[src/rtl/imem_arbiter.sv]
// imem_arbiter: shares one instruction memory port between fetch and debug,
// with a starvation guard for debug and an exclusive debug lock mode.
module imem_arbiter #(
  parameter int MAX_WAIT = 4
) (
  input  logic        clk,
  input  logic        rst,
  input  logic        if_req,
  input  logic [31:0] if_addr,
  output logic        if_gnt,
  output logic        if_rvalid,
  output logic [31:0] if_rdata,
  input  logic        dbg_req,
  input  logic [31:0] dbg_addr,
  input  logic        dbg_lock,
  output logic        dbg_gnt,
  output logic        dbg_rvalid,
  output logic [31:0] dbg_rdata,
  output logic [31:0] mem_addr,
  output logic        mem_valid,
  input  logic [31:0] mem_rd_data
);
  typedef enum logic {NORMAL, DBG_OWN} state_t;
  localparam logic [3:0] WMAX = 4'(MAX_WAIT);
  state_t     state, state_nx;
  logic [3:0] wait_cnt, wait_nx;
  logic [1:0] owner;
  logic       owned;
  // dropping the lock releases ownership in the same cycle
  assign owned = (state == DBG_OWN) && dbg_lock;
  always_ff @(posedge clk or posedge rst)
    if (rst) state <= NORMAL;
    else     state <= state_nx;
  always_comb begin
    state_nx = (dbg_lock && (owned || dbg_gnt)) ? DBG_OWN : NORMAL;
  end
  always_comb begin
    dbg_gnt   = dbg_req && (owned || !if_req || wait_cnt == WMAX);
    if_gnt    = if_req && !owned && !dbg_gnt;
    mem_valid = if_gnt || dbg_gnt;
    mem_addr  = dbg_gnt ? dbg_addr : if_gnt ? if_addr : '0;
  end
  assign wait_nx = (dbg_req && !dbg_gnt) ? ((wait_cnt == WMAX) ? WMAX : wait_cnt + 4'd1) : 4'd0;
  always_ff @(posedge clk or posedge rst)
    if (rst) wait_cnt <= '0;
    else     wait_cnt <= wait_nx;
  // owner tag {dbg, fetch}: which requester the returning read data belongs to
  always_ff @(posedge clk or posedge rst)
    if (rst) owner <= '0;
    else     owner <= {dbg_gnt, if_gnt};
  assign if_rvalid  = owner[0];
  assign dbg_rvalid = owner[1];
  assign if_rdata   = mem_rd_data;
  assign dbg_rdata  = mem_rd_data;
endmodule
[config.mk]
export PLATFORM = sky130hd
export DESIGN_NAME = imem_arbiter
export DESIGN_NICKNAME = d
export VERILOG_FILES = /design/src/rtl/imem_arbiter.sv
export SDC_FILE = /design/constraint.sdc
export NUM_CORES = 1
export LEC_CHECK = 0
export CORE_ASPECT_RATIO = 1.5
export CORE_MARGIN = 8
export CORE_UTILIZATION = 22
export CTS_CLUSTER_SIZE = 40
export DETAILED_ROUTE_END_ITERATION = 16
export PLACE_DENSITY = 0.83
export SKIP_LAST_GASP = 1
export SLEW_MARGIN = 20
export SYNTH_ARGS = -nofsm -noshare
export SYNTH_HDL_FRONTEND = slang
export SYNTH_SLANG_ARGS = --single-unit
export TNS_END_PERCENT = 50
[constraint.sdc]
create_clock -name clk -period 1.9 [get_ports clk]
set_clock_uncertainty 0.05 [all_clocks]
set_input_delay 0.285 -clock clk [delete_from_list [all_inputs] [get_ports clk]]
set_output_delay 0.285 -clock clk [all_outputs]
set_load 0.005 [all_outputs]
## Yosys cells after proc, flatten, opt, wreduce, memory -nomap -nowiden

Cells that the tools add are included.

- Bits of input ports: 101
- Logic and storage cells: 23
- Bits in registers: 7
- Output and inout bits: 101

- Mux-type cells: 5
- Eq/ne operators: 1
- Reduce and logical (&&, ||, !) cells: 13
- Add/sub/neg operators: 1

Operator list:

| operator | count |
|---|---|
| $mux W32 | 2 |
| $mux W4 | 2 |
| $logic_and A1 B1 Y1 | 6 |
| $add A4 B1 Y4 const B | 1 |
| $eq A4 B3 Y1 const B | 1 |
| $logic_or A1 B1 Y1 | 4 |
| $logic_not A1 Y1 | 3 |
| $mux W1 | 1 |

## Longest topological paths before layout

Gate-level depths: netlist of run 1.

- Word-level depth: 8
- Gate-level depth with buffers: 6
- Depth with buffers taken out: 5

## Worst setup path before layout of run 1

OpenSTA, ideal clock, no wires.

- Path type: register -> output
- Start: register wait_cnt[0]
- End: output mem_addr[22]
- Arrival time: 1.273 ns
- Data required time: 1.565 ns
- Path slack: 0.292 ns
- Path buffers: 1
- Stages on the path, launching flop included: 7
- Cell sequence: dfrtp_1 -> inv_1 -> ha_1 -> nand3b_4 -> o21a_4 -> buf_6 -> a22o_1

- Cells in the longest elaborated chain, start to end: 7

RTL lines:

| what | RTL line | text |
|---|---|---|
| start, declared | 26 | `logic [3:0] wait_cnt, wait_nx;` |
| start signal, assigned | 46 | `else wait_cnt <= wait_nx;` |
| $eq A4 B3 Y1 | 38 | `dbg_gnt = dbg_req && (owned \|\| !if_req \|\| wait_cnt == WMAX);` |
| $logic_or A1 B1 Y1 | 38 |  |
| $logic_and A1 B1 Y1 | 38 |  |
| $logic_not A1 Y1 | 39 | `if_gnt = if_req && !owned && !dbg_gnt;` |
| $logic_and A1 B1 Y1 | 39 |  |
| via if_gnt | 10 | `output logic if_gnt,` |
| $mux W32 (2 in series) | 41 | `mem_addr = dbg_gnt ? dbg_addr : if_gnt ? if_addr : '0;` |
| end, declared | 19 | `output logic [31:0] mem_addr,` |

The timed path passes the listed nets, and every way through them passes these cells.

## Final worst setup path of run 1

- Start: register wait_cnt[1]
- End: output mem_addr[9]

- Cells in the longest elaborated chain, start to end: 7

RTL lines:

| what | RTL line |
|---|---|
| $eq A4 B3 Y1 * | 38 |
| $logic_or A1 B1 Y1 * | 38 |
| $logic_and A1 B1 Y1 * | 38 |
| $logic_not A1 Y1 | 39 |
| $logic_and A1 B1 Y1 | 39 |
| $mux W32 | 41 |
| $mux W32 * | 41 |

Every way passes the cells marked *; elsewhere a longest branch is shown, timed or not.

==> results of run 1 <==
flip-flops by register name, indices dropped and copies added (netlist names):
name	count
wait_cnt	4
owner	2
state	1
worst max-delay path: stages (launching register included):
cell,delay [ps]
dfrtp_1,380
inv_1,100
ha_4,150
nand3b_4,90
buf_6,130
a21oi_4,200
buf_6,160
buf_12,120
a22o_1,150
buf_2,120
power by group:
| part | switching, mW | internal (mW) |
|---|---|---|
| Combinational | 0.151 | 0.331 |
| Clock | 0.0670 | 0.145 |
| Sequential | 0.00452 | 0.156 |
| Total | 0.223 | 0.633 |
layer usage:
layer | global-route usage (%) | vias to the layer above | wire length, µm
met1 | 11.5 | 528 | 1710
li1 | - | 528 | -
met4 | 7.46 | 4 | 333
met3 | 12.4 | 40 | 1230
met2 | 21.1 | 97 | 2620
met5 | 0 | - | 22
cell usage in the layout, fill, tap and decap left out, types with 2 or more instances in the layout:
master,n
clkdlybuf4s50_1,69
a22o_1,29
buf_2,28
buf_6,9
buf_4,9
dfrtp_1,7
buf_16,6
buf_12,6
and3_1,4
inv_1,3
clkbuf_8,3
dlygate4sd2_1,3
a22o_4,2
logic make-up after synthesis:
family	Yosys count	synth area share [%]
AOI/OAI and AO/OA	37	29.1
xor gates and xnor gates	2	1.47
adders and majority gates	2	2.10
buffers and inverters	74	47.3
DFF	7	14.7
and+or+nand+nor	8	5.36
metrics by stage:
stage          hold WS [ps]  util [%]  std cells  cell area (µm²)  power, mW
5_1_grt                 284      40.1        266             2150      0.904
3_5_place_dp            486      35.9        246             1930      0.599
2_1_floorplan          38.4         -        130             1190      0.396
4_1_cts                 254      39.2        265             2100      0.850
6_report                250      40.1        266             2150      0.856
3_3_place_gp            475      35.9        246             1930      0.595
what timing repair did:
action                                  4_1_cts  5_1_grt
gates resized for setup                     145        7
pin swaps                                    10       11
buffers inserted                              9        1
cloned                                        6        1
endpoints found under the setup margin       35       35
hold buffers                                  0        0
area by class of cell:
class	count	area share (%)
Timing Repair Buffer	132	62.7
Multi-Input combinational cell	49	22.3
Clock buffer	4	2.09
Sequential cell	7	8.14
Tap cell	70	4.07
Inverter	4	0.698
final timing paths:
path                            cells past startpoint          end         from  slack, ps
worst max-delay path                                9  mem_addr[9]  wait_cnt[1]       -260
worst min-delay path                                2  wait_cnt[2]          rst        250
worst max register to register                      6  wait_cnt[0]  wait_cnt[1]        480
worst min register to register                      1        state        state        520
max in group asynchronous                           2  wait_cnt[3]          rst       1330
min in group clk                                    2        state     dbg_lock        440
==> results.py, run 1 <==
metrics = {
    "place": {
        "io_buffer_count": 105,
        "dp_hpwl_mm": 4.62,
        "dp_slack_ps": -510,
        "gp_congestion": 0.761,
    },
    "yosys": {
        "ys_top_cells_by_area": "buf_4, a22o_1, dfrtp_1",
        "yosysTopAreaCellShare_pct": 40.3,
        "synth_edf_count": 0,
        "ys_seq_elements": 7,
        "syn_area_per_cell_um2": 9.16,
        "ys_warn_count": 0,
        "synth_common_cells": "buf_4, a22o_1, dfrtp_1",
        "synth_top_flop_cell": "dfrtp_1",
        "yosysMostFrequentCell": "buf_4",
        "async_reset_ff_share_pct": 100,
        "syn_area_um2": 1190,
        "synth_cells": 130,
        "ys_types": 19,
        "ys_seq_area_share_pct": 14.7,
        "synth_top_cell_by_area": "buf_4",
        "syn_nets": 233,
    },
    "worst_setup_path": {
        "arrival_ps": 1820,
        "cp-start-kind": "flip-flop",
        "worstPathRequired_ps": 1560,
        "crit_fanout": 6,
        "end_kind": "output pin",
        "worstSetupPathType": "reg2out",
    },
    "clocking": {
        "insertion_delay_ps": 230,
        "cts_tree": "yes",
        "htreeDepth": 1,
        "clkTransAtPathRegs_ps": 40,
        "clock_path_buffers": 2,
        "cts_root_buf": "clkbuf_8",
        "cts_buffers": 3,
        "cts_sinks": 7,
    },
    "timing": {
        "hold_viol_final": 0,
        "worst_slew_pin_slew_ps": 279,
        "final-setup-viol-count": 34,
        "fmax_mhz": 464,
        "rsz0062_at_grt": "true",
        "fin_setup_tns_ps": -7170,
        "min_period_ps": 2160,
        "drv_slew": 0,
        "fin_crit_sh_pct": 113,
        "layout_setup_ws_ps": -256,
        "slew_headroom_pct": 81.4,
    },
    "die": {
        "die_area_um2": 8070,
        "core_um2": 5370,
        "rows": 33,
        "ios": 202,
        "dieWidth_um": 76.1,
        "die-height_um": 106,
        "start_util_pct": 22.2,
    },
    "pwr": {
        "cellPowerDensity_nw_per_um2": 398,
        "vdd_ir_drop_max_mv": 0.223,
        "leakage_nw": 1.03,
    },
    "routing": {
        "dr.pass1.iters": 3,
        "wl_per_cell_um": 22.3,
        "wl_mm": 5.92,
        "detail-route-antenna-nets": 0,
        "drc": 0,
        "vias": 1197,
        "first_iter_violations": 40,
        "routed_via_density": 4.50,
    },
    "finish": {
        "layout-drive-gt1-share_pct": 37.2,
        "nets": 300,
        "syn2layout_area_growth_pct": 80.7,
        "regArea_um2": 175,
        "multiInputGateArea_um2": 480,
        "nFillCells": 528,
        "diodes": 0,
    },
    "hold_path": {
        "hold_class": "in2async",
    },
    "outcome": {
        "violations": "negative setup slack",
        "run_status": "finished, violations left",
    },
    "global_routing": {
        "grt_pass1_wl_mm": 8.50,
        "grt.total_usage_pct": 13.6,
        "grt_pass1_vias": 1395,
        "grt_max_degree": 14,
        "antenna_found_initial": 2,
        "grt_overflow": 0,
    },
    "flow_run": {
        "cap_violations": 0,
    },
}
No activity file was read; power rests on OpenSTA's default activity.
==> run 2, diff against run 1 <==
--- a/config.mk
+++ b/config.mk
@@ -16,4 +16,4 @@
 export SYNTH_ARGS = -nofsm -noshare
 export SYNTH_HDL_FRONTEND = slang
 export SYNTH_SLANG_ARGS = --single-unit
-export TNS_END_PERCENT = 50
+export TNS_END_PERCENT = 100
==> results.py, run 2 (same netlist as run 1, synthesis figures left out) <==
metrics = {
    "finish": {
        "largest_register_ffs": 4,
        "diodes": 0,
        "layout-drive-gt1-share_pct": 38.1,
        "finalNonFillerCells": 267,
        "post-route-util_pct": 40.1,
        "largestRegisters": "wait_cnt: 4 flops, owner: 2 flops, state: 1 flops",
        "nets": 301,
        "regMostFlops": "wait_cnt",
        "mostFrequentLayoutCell": "clkdlybuf4s50_1",
        "syn2layout_area_growth_pct": 80.6,
        "layout_common_cells": "clkdlybuf4s50_1, a22o_1, buf_2",
    },
    "worst_setup_path": {
        "r2r-start": "wait_cnt[1]",
        "cp-start-kind": "flip-flop",
        "crit_start": "wait_cnt[1]",
        "worstPathRequired_ps": 1560,
        "arrival_ps": 1810,
        "worstSetupPathType": "reg2out",
        "end_kind": "output pin",
        "crit_fanout": 6,
    },
    "clocking": {
        "ctsHoldBuffers": 0,
        "cts_root_buf": "clkbuf_8",
        "clock_path_buffers": 2,
        "htreeDepth": 1,
        "cts_buffers": 3,
        "clkTransAtPathRegs_ps": 40,
        "cts_tree": "yes",
        "insertion_delay_ps": 230,
        "cts_sinks": 7,
    },
    "pwr": {
        "vdd_ir_drop_max_mv": 0.222,
        "power_mw": 0.855,
        "leakage_nw": 1.02,
        "cellPowerDensity_nw_per_um2": 398,
    },
    "place": {
        "dp_hpwl_mm": 4.62,
        "gp_congestion": 0.761,
        "dp.cells": 246,
        "io_buffer_count": 105,
    },
    "timing": {
        "final-setup-viol-count": 33,
        "rsz0062_at_grt": "true",
        "hold_ws_ps": 250,
        "hold_viol_final": 0,
        "fmax_mhz": 467,
        "layout_setup_ws_ps": -243,
        "worst_slew_pin_slew_ps": 279,
        "drv_slew": 0,
        "min_period_ps": 2140,
        "fin_crit_sh_pct": 113,
        "slew_headroom_pct": 81.4,
    },
    "die": {
        "start_util_pct": 22.2,
        "die-height_um": 106,
        "dieWidth_um": 76.1,
        "ios": 202,
        "core_um2": 5370,
        "rows": 33,
        "die_area_um2": 8070,
    },
    "global_routing": {
        "grt_pass1_wl_mm": 8.55,
        "gr-usage-met1_pct": 11.5,
        "gr-usage-met3_pct": 12.4,
        "grt.total_usage_pct": 13.7,
        "grt_overflow": 0,
        "antenna_found_initial": 2,
        "grt_pass1_vias": 1408,
        "busiest_layer": "met2",
        "grt_util_met2_pct": 21.5,
        "grt_max_degree": 14,
    },
    "routing": {
        "first_iter_violations": 41,
        "drc": 0,
        "detail-route-antenna-nets": 0,
        "wl_mm": 5.90,
        "vias": 1195,
        "wl_per_cell_um": 22.1,
        "dr.pass1.iters": 4,
        "routed_via_density": 4.48,
    },
    "flow_run": {
        "cap_violations": 0,
    },
    "hold_path": {
        "hold_class": "in2async",
    },
    "outcome": {
        "run_status": "finished, violations left",
        "violations": "negative setup slack",
    },
}
## run 2: cell count changes in the layout (fill, tap and decap cells not counted)
cell / before / now
buf_2: 28 / 29
dlymetal6s2s_1: 1 / 0
clkbuf_16: 1 / 0
clkdlybuf4s50_1: 69 / 68
a22o_4: 2 / 1
a22o_2: 1 / 2
buf_16: 6 / 7
buf_6: 9 / 10
clkdlybuf4s15_1: 0 / 1
## run 2: power breakdown
| part | switching [mW] | internal (mW) |
|---|---|---|
| Combinational | 0.151 | 0.332 |
| Clock | 0.0667 | 0.145 |
| Sequential | 0.00440 | 0.156 |
## run 2: metal layers
metal	wire, µm	vias to the layer above
met1	1710	524
li1	-	530
met2	2610	97
met5	22	-
met3	1220	40
met4	333	4
## run 2: worst paths after layout
kind                                     to  slack (ps)  cells past startpoint
max in group asynchronous       wait_cnt[3]        1330                      2
worst max register to register  wait_cnt[0]         480                      6
worst min-delay path            wait_cnt[2]         250                      2
worst max-delay path            mem_addr[9]        -240                      9
min in group clk                      state         440                      2
worst min register to register        state         520                      1
## run 2: through the flow
step | setup slack, ps | instance area (µm²) | TNS (ps)
4_1_cts | -245 | 2140 | -7030
3_3_place_gp | -475 | 1930 | -14100
3_5_place_dp | -510 | 1930 | -15360
6_report | -243 | 2150 | -6720
5_1_grt | -321 | 2150 | -9240
2_1_floorplan | 292 | 1190 | 0
## run 2: repair_timing
item / in CTS / in global routing
pin swaps: 10 / 16
gates cloned: 7 / 0
endpoints found under the setup margin: 35 / 34
resized for setup: 154 / 4
setup buffers: 9 / 2
## run 2: layout make-up
type | count | area [µm²]
inverter | 4 | 15.0
fill | 530 | 3220
tap | 70 | 87.6
multi-input combinational | 49 | 473
sequential | 7 | 175
timing repair buffer | 133 | 1360
clock buffer | 4 | 45.0
## run 2: worst max-delay path, cell delays in order (launching register included)
cell and delay [ps]:
dfrtp_1 380, inv_1 100, ha_4 150, nand3b_4 90, buf_6 130, a21oi_4 190, buf_6 150, buf_12 120
a22o_1 150, buf_2 120
